--- config.mk ---
export PLATFORM = sky130hd
export DESIGN_NAME = mole_scheduler_concurrent
export DESIGN_NICKNAME = d
export VERILOG_FILES = /design/src/rtl/mole_scheduler_concurrent.sv
export SDC_FILE = /design/constraint.sdc
export NUM_CORES = 1
export LEC_CHECK = 0
export BUFFER_PORTS_ARGS = -buffer_cell sky130_fd_sc_hd__buf_2
export CAP_MARGIN = 20
export CORE_MARGIN = 2
export CORE_UTILIZATION = 45
export DETAILED_ROUTE_END_ITERATION = 7
export PLACE_DENSITY = 0.67
export SETUP_SLACK_MARGIN = 0.5
export SLEW_MARGIN = 0
export SYNTH_ARGS = -nofsm -noshare
export SYNTH_HDL_FRONTEND = slang
export SYNTH_SLANG_ARGS = --single-unit
--- constraint.sdc ---
create_clock -name clk -period 5.5 [get_ports clk]
set_input_delay 1.375 -clock clk [delete_from_list [all_inputs] [get_ports clk]]
set_output_delay 1.375 -clock clk [all_outputs]
set_load 0.1 [all_outputs]
--- src/rtl/mole_scheduler_concurrent.sv ---
// Multi-slot whack-a-mole scheduler: up to MAX_ACTIVE moles lit at once, each slot
// running its own ON/GAP timer on the 1 ms tick, with registered hit/miss pulse counts.
module mole_scheduler_concurrent #(
  parameter int N_MOLES    = 18,
  parameter int MAX_ACTIVE = 3,
  parameter int ON_MS_BASE = 900,
  parameter int ON_MS_STEP = 100,
  parameter int ON_MS_MIN  = 300,
  parameter int GAP_MS     = 250,
  parameter int LEVEL_W    = 3
) (
  input  logic               clk,
  input  logic               rst,
  input  logic               game_active,
  input  logic               tick_1ms,
  input  logic [7:0]         rnd,
  input  logic [LEVEL_W-1:0] level,
  input  logic [N_MOLES-1:0] hit_mask,
  output logic [N_MOLES-1:0] active_mask,
  output logic [3:0]         n_active,
  output logic [3:0]         hit_count,
  output logic [3:0]         miss_count
);

  typedef enum logic [1:0] {S_IDLE, S_ON, S_GAP} slot_state_e;

  localparam logic [N_MOLES-1:0] ONE = N_MOLES'(1);
  localparam logic [7:0]         MOD = 8'(N_MOLES);

  slot_state_e  state_q [MAX_ACTIVE];
  slot_state_e  state_d [MAX_ACTIVE];
  logic [4:0]   idx_q   [MAX_ACTIVE];
  logic [4:0]   idx_d   [MAX_ACTIVE];
  logic [15:0]  cnt_q   [MAX_ACTIVE];
  logic [15:0]  cnt_d   [MAX_ACTIVE];

  logic [N_MOLES-1:0] active_mask_q, active_mask_d;
  logic [3:0]         n_active_q, n_active_d;
  logic [3:0]         hit_count_q, hit_count_d;
  logic [3:0]         miss_count_q, miss_count_d;

  logic [4:0]         cand;
  logic [15:0]        on_cnt;
  logic [N_MOLES-1:0] lit;
  logic               collide;
  logic               spawn_ok;
  logic               spawned;
  logic               slot_hit;

  // Saturates at ON_MS_MIN instead of wrapping when level*STEP exceeds BASE.
  function automatic logic [19:0] on_ms(input logic [LEVEL_W-1:0] lv);
    logic [19:0] prod;
    logic [19:0] diff;
    prod = 20'(lv) * 20'(ON_MS_STEP);
    if (prod >= 20'(ON_MS_BASE)) return 20'(ON_MS_MIN);
    diff = 20'(ON_MS_BASE) - prod;
    return (diff < 20'(ON_MS_MIN)) ? 20'(ON_MS_MIN) : diff;
  endfunction

  always_comb begin
    cand    = 5'(rnd % MOD);
    on_cnt  = 16'(on_ms(level));
    lit     = '0;
    for (int unsigned s = 0; s < MAX_ACTIVE; s++) begin
      if (state_q[s] == S_ON) lit = lit | (ONE << idx_q[s]);
    end
    collide      = |(lit & (ONE << cand));
    spawn_ok     = game_active && tick_1ms && !collide;
    spawned      = 1'b0;
    hit_count_d  = '0;
    miss_count_d = '0;

    for (int unsigned s = 0; s < MAX_ACTIVE; s++) begin
      state_d[s] = state_q[s];
      idx_d[s]   = idx_q[s];
      cnt_d[s]   = cnt_q[s];
      slot_hit   = (state_q[s] == S_ON) && |(hit_mask & (ONE << idx_q[s]));
      case (state_q[s])
        S_IDLE: begin
          if (spawn_ok && !spawned) begin
            state_d[s] = S_ON;
            idx_d[s]   = cand;
            cnt_d[s]   = on_cnt;
            spawned    = 1'b1;
          end
        end
        S_ON: begin
          if (slot_hit) begin
            state_d[s]  = S_GAP;
            cnt_d[s]    = 16'(GAP_MS);
            hit_count_d = hit_count_d + 4'd1;
          end else if (tick_1ms) begin
            if (cnt_q[s] == '0) begin
              state_d[s]   = S_GAP;
              cnt_d[s]     = 16'(GAP_MS);
              miss_count_d = miss_count_d + 4'd1;
            end else begin
              cnt_d[s] = cnt_q[s] - 16'd1;
            end
          end
        end
        S_GAP: begin
          if (tick_1ms) begin
            if (cnt_q[s] == '0) state_d[s] = S_IDLE;
            else                cnt_d[s]   = cnt_q[s] - 16'd1;
          end
        end
        default: state_d[s] = S_IDLE;
      endcase
      if (!game_active) begin
        state_d[s] = S_IDLE;
        idx_d[s]   = '0;
        cnt_d[s]   = '0;
      end
    end

    if (!game_active) begin
      hit_count_d  = '0;
      miss_count_d = '0;
    end

    // Outputs are derived from next state so they register on the same edge as the slots.
    active_mask_d = '0;
    n_active_d    = '0;
    for (int unsigned s = 0; s < MAX_ACTIVE; s++) begin
      if (state_d[s] == S_ON) begin
        active_mask_d = active_mask_d | (ONE << idx_d[s]);
        n_active_d    = n_active_d + 4'd1;
      end
    end
  end

  always_ff @(posedge clk) begin
    if (rst) begin
      for (int unsigned s = 0; s < MAX_ACTIVE; s++) begin
        state_q[s] <= S_IDLE;
        idx_q[s]   <= '0;
        cnt_q[s]   <= '0;
      end
      active_mask_q <= '0;
      n_active_q    <= '0;
      hit_count_q   <= '0;
      miss_count_q  <= '0;
    end else begin
      for (int unsigned s = 0; s < MAX_ACTIVE; s++) begin
        state_q[s] <= state_d[s];
        idx_q[s]   <= idx_d[s];
        cnt_q[s]   <= cnt_d[s];
      end
      active_mask_q <= active_mask_d;
      n_active_q    <= n_active_d;
      hit_count_q   <= hit_count_d;
      miss_count_q  <= miss_count_d;
    end
  end

  assign active_mask = active_mask_q;
  assign n_active    = n_active_q;
  assign hit_count   = hit_count_q;
  assign miss_count  = miss_count_q;

endmodule
==> impl_metrics.tcl <==
set metrics [dict create \
    drive_gt1_share_pct 18.0 \
    die_width_um 139 \
    clockRootBuffer "clkbuf_16" \
    min_from "cnt_q[0][31]" \
    drv_slew 0 \
    ant_nets 0 \
    max_slew_margin_pct 42.0 \
    hp-class "register to register" \
    cts_max_level 3 \
    critPathLaunchType "input port" \
    setup_violations 0 \
    final_common_cell "nor2_1" \
    cp_cell_sequence "buf_6 > or3b_4 > a21boi_2 > o21bai_1 > o311ai_2 > bufinv_8 > ha_4 > o31a_1 > buf_4 > a31oi_4 > mux2i_1 > o22ai_1 > o31a_1 > o2111ai_2 > mux2i_2 > nand3_1 > or3_1 > o311ai_1" \
    required_ns 5.78 \
    cp_common_cell "o31a_1" \
    cts_tree "built" \
    layout_min_cycle_time_ns 5.12 \
    p_leak_nw 3.76 \
    cp-end-kind "register" \
    timing.final.crit_share_pct 93.1 \
    ys_types 97 \
    critical_path.startpoint "rnd[2]" \
    hold_violations 0 \
    cp.arrival_ns 5.40 \
    synth-edff-count 0 \
    rsz0062_at_grt "yes" \
    netlist.area_leader.share_pct 23.4 \
    tightest_slew_ns 0.869 \
    clkSinkCount 96 \
    clock_path_buffers 2 \
    io_pins 63 \
    diodes 0 \
    n_fill_cell 1703 \
    grt_max_degree 37 \
    clkSlewWorstSetupHoldPaths_ns 0.07 \
    areaGrowthSynthToFinish_pct 17.9 \
    grt_usage_pct 25.1 \
    postRouteWirelength_um 25900 \
    worstSetupPathType "input port to register" \
    drt-initial-drc-count 975 \
    powerDensity_mw_per_mm2 195 \
    avgSynthCellArea_um2 7.30 \
    dr.pass1.iters 8 \
    drc 0 \
    critPathMaxStageDelay_ns 0.51 \
    cts_buffers 9 \
    wl_per_cell_um 18.3 \
    r2r_start "state_q[0][4]" \
    async_flop_share_pct 0 \
    initial_core_util_pct 45.8 \
    synthFlopType "dfxtp_1" \
    hpwl_um 18300 \
    hold_buffers 0 \
    antenna_found_initial 0 \
    skew_ns 0.0148 \
    die_h_um 139 \
    synth-seq-cells 96 \
    finalPower_w 0.00189 \
    avgViaCountPerCell 6.33 \
    die_area_mm2 0.0193 \
    cp_top_family "compound AO/OA/AOI/OAI gates" \
    layout_common_cells "123 x nor2_1, 96 x dfxtp_1, 93 x nand2_1" \
    synth.largest_area_cell "dfxtp_1" \
    cp_slowest_cell "mux2i_2" \
    gp_congestion 0.956 \
    insertion_delay_ns 0.37 \
    io_buffer_count 59 \
    via_count 8988 \
    grt_pass1_wl_um 40500 \
    synthTopCellsByArea "dfxtp_1 23%, nor2_1 5.7%, ha_1 5.0%, a21oi_1 5.0%, o21ai_0 4.3%" \
    ir_drop_v 0.000199 \
    ys_seq_area_share_pct 23.4 \
    grt_overflow 0 \
    grt_pass1_vias 7970 \
    timing.fmax_mhz 195 \
    rows 49 \
    status "finished clean" \
    synth_cells 1123 \
    yosysWarnings 0 \
    nets 1252 \
    post-route-util_pct 54.0 \
    crit_buf_inv 3 \
    path_max_fanout 5 \
    core_mm2 0.0179 \
    cap_violations 0 \
    syn_area_mm2 0.00820 \
]
-- Yosys cell counts, drive strengths merged, types with 4 or more instances --
library cell and n:
nand3b 13, nor2b 19, o31ai 12, a21boi 4
inv 52, a221oi 5, nand2b 27, o41ai 5
nor2 125, nor3 52, nor4 12, nand3 31
a22oi 11, a21o 4, o2111ai 4, o21ai 80
o211ai 22, a32oi 4, buf 19, clkbuf 55
xor2 8, o211a 6, mux4 4, o32ai 7
o311ai 5, mux2i 24, o22ai 10, or4 4
or2 12, and2 7, and3 14, nand2 93
or3 24, xnor2 15, o21a 4, a211oi 12
nand4 12, nand4b 4, a21oi 82, ha 33
dfxtp 96, o221ai 12, a31oi 12, mux2 12
nor4b 4
-- per-stage QoR --
stage               area [um^2]  instances  hold WS [ns]  worst slack (ns)  setup TNS [ns]
global placement           8950       1384         0.455            0.0697               0
global route               9670       1420         0.510             0.218               0
CTS                        9380       1406         0.473             0.425               0
floorplan                  8310       1125         0.444             0.232               0
finish                     9670       1420         0.472             0.381               0
detailed placement         8950       1384         0.462           -0.0256         -0.0696
-- kinds of logic (layout without fill, tap and decap cells) --
kind of cell             after synthesis  in the layout  synth area share, %
AND/OR/NAND/NOR                      471            471                 29.3
AO/OA/AOI/OAI                        333            335                 27.7
buffers and inverters                126            190                 6.33
flip-flops                            96             96                 23.4
multiplexers                          40             40                 5.68
adder cells (fa/ha/maj)               33             33                 5.04
XOR/XNOR                              23             23                 2.46
other                                  1              3               0.0457
-- timing repair --
item | CTS | global route
setup endpoints to repair | 25 | 61
resized for setup | 13 | 39
endpoints found under the hold margin | 0 | 0
buffers inserted | 5 | 9
pin swaps | 2 | 14
cloned | 1 | 5
-- worst min-delay path, delay by kind of cell, from the launching register on --
| kind | cells | cell delay, ns |
|---|---|---|
| compound gates | 2 | 0.12 |
| flops | 1 | 0.31 |
-- flip-flops by register name, summed over array words and instances, names as in the netlist --
signal / count
active_mask: 18
cnt_q: 48
hit_count: 3
idx_q: 15
miss_count: 3
n_active: 3
state_q: 6
-- worst paths after layout --
path / slack (ns) / to / cells after the start
setup / recovery: 0.38 / active_mask[3] / 18
hold / removal: 0.47 / cnt_q[0][31] / 2
setup reg to reg: 1.11 / active_mask[3] / 16
hold reg to reg: 0.47 / cnt_q[0][31] / 2
-- power by group --
group | total (W) | switching, W | internal [W]
Clock | 0.000693 | 0.000294 | 0.000399
Combinational | 0.000482 | 0.000297 | 0.000185
Sequential | 0.000714 | 0.0000123 | 0.000701
Total | 0.00189 | 0.000604 | 0.00128
-- final cells by class --
cell class / instances / area [um^2] / area share (%)
Clock inverter: 7 / 96.3 / 0.997
Inverter: 52 / 209 / 2.16
Multi-Input combinational cell: 905 / 6050 / 62.6
Sequential cell: 96 / 1920 / 19.9
Timing Repair Buffer: 122 / 872 / 9.02
Clock buffer: 9 / 225 / 2.33
Tap cell: 229 / 287 / 2.96
-- per-layer routing --
metal | vias up | GRT usage [%] | routed length (um)
li1 | 4288 | - | -
met1 | 4206 | 34.6 | 11700
met2 | 433 | 39.3 | 11400
met3 | 61 | 5.28 | 2240
met4 | 0 | 8.13 | 616
met5 | - | 0 | 0
No activity file was read; power rests on OpenSTA's default activity.
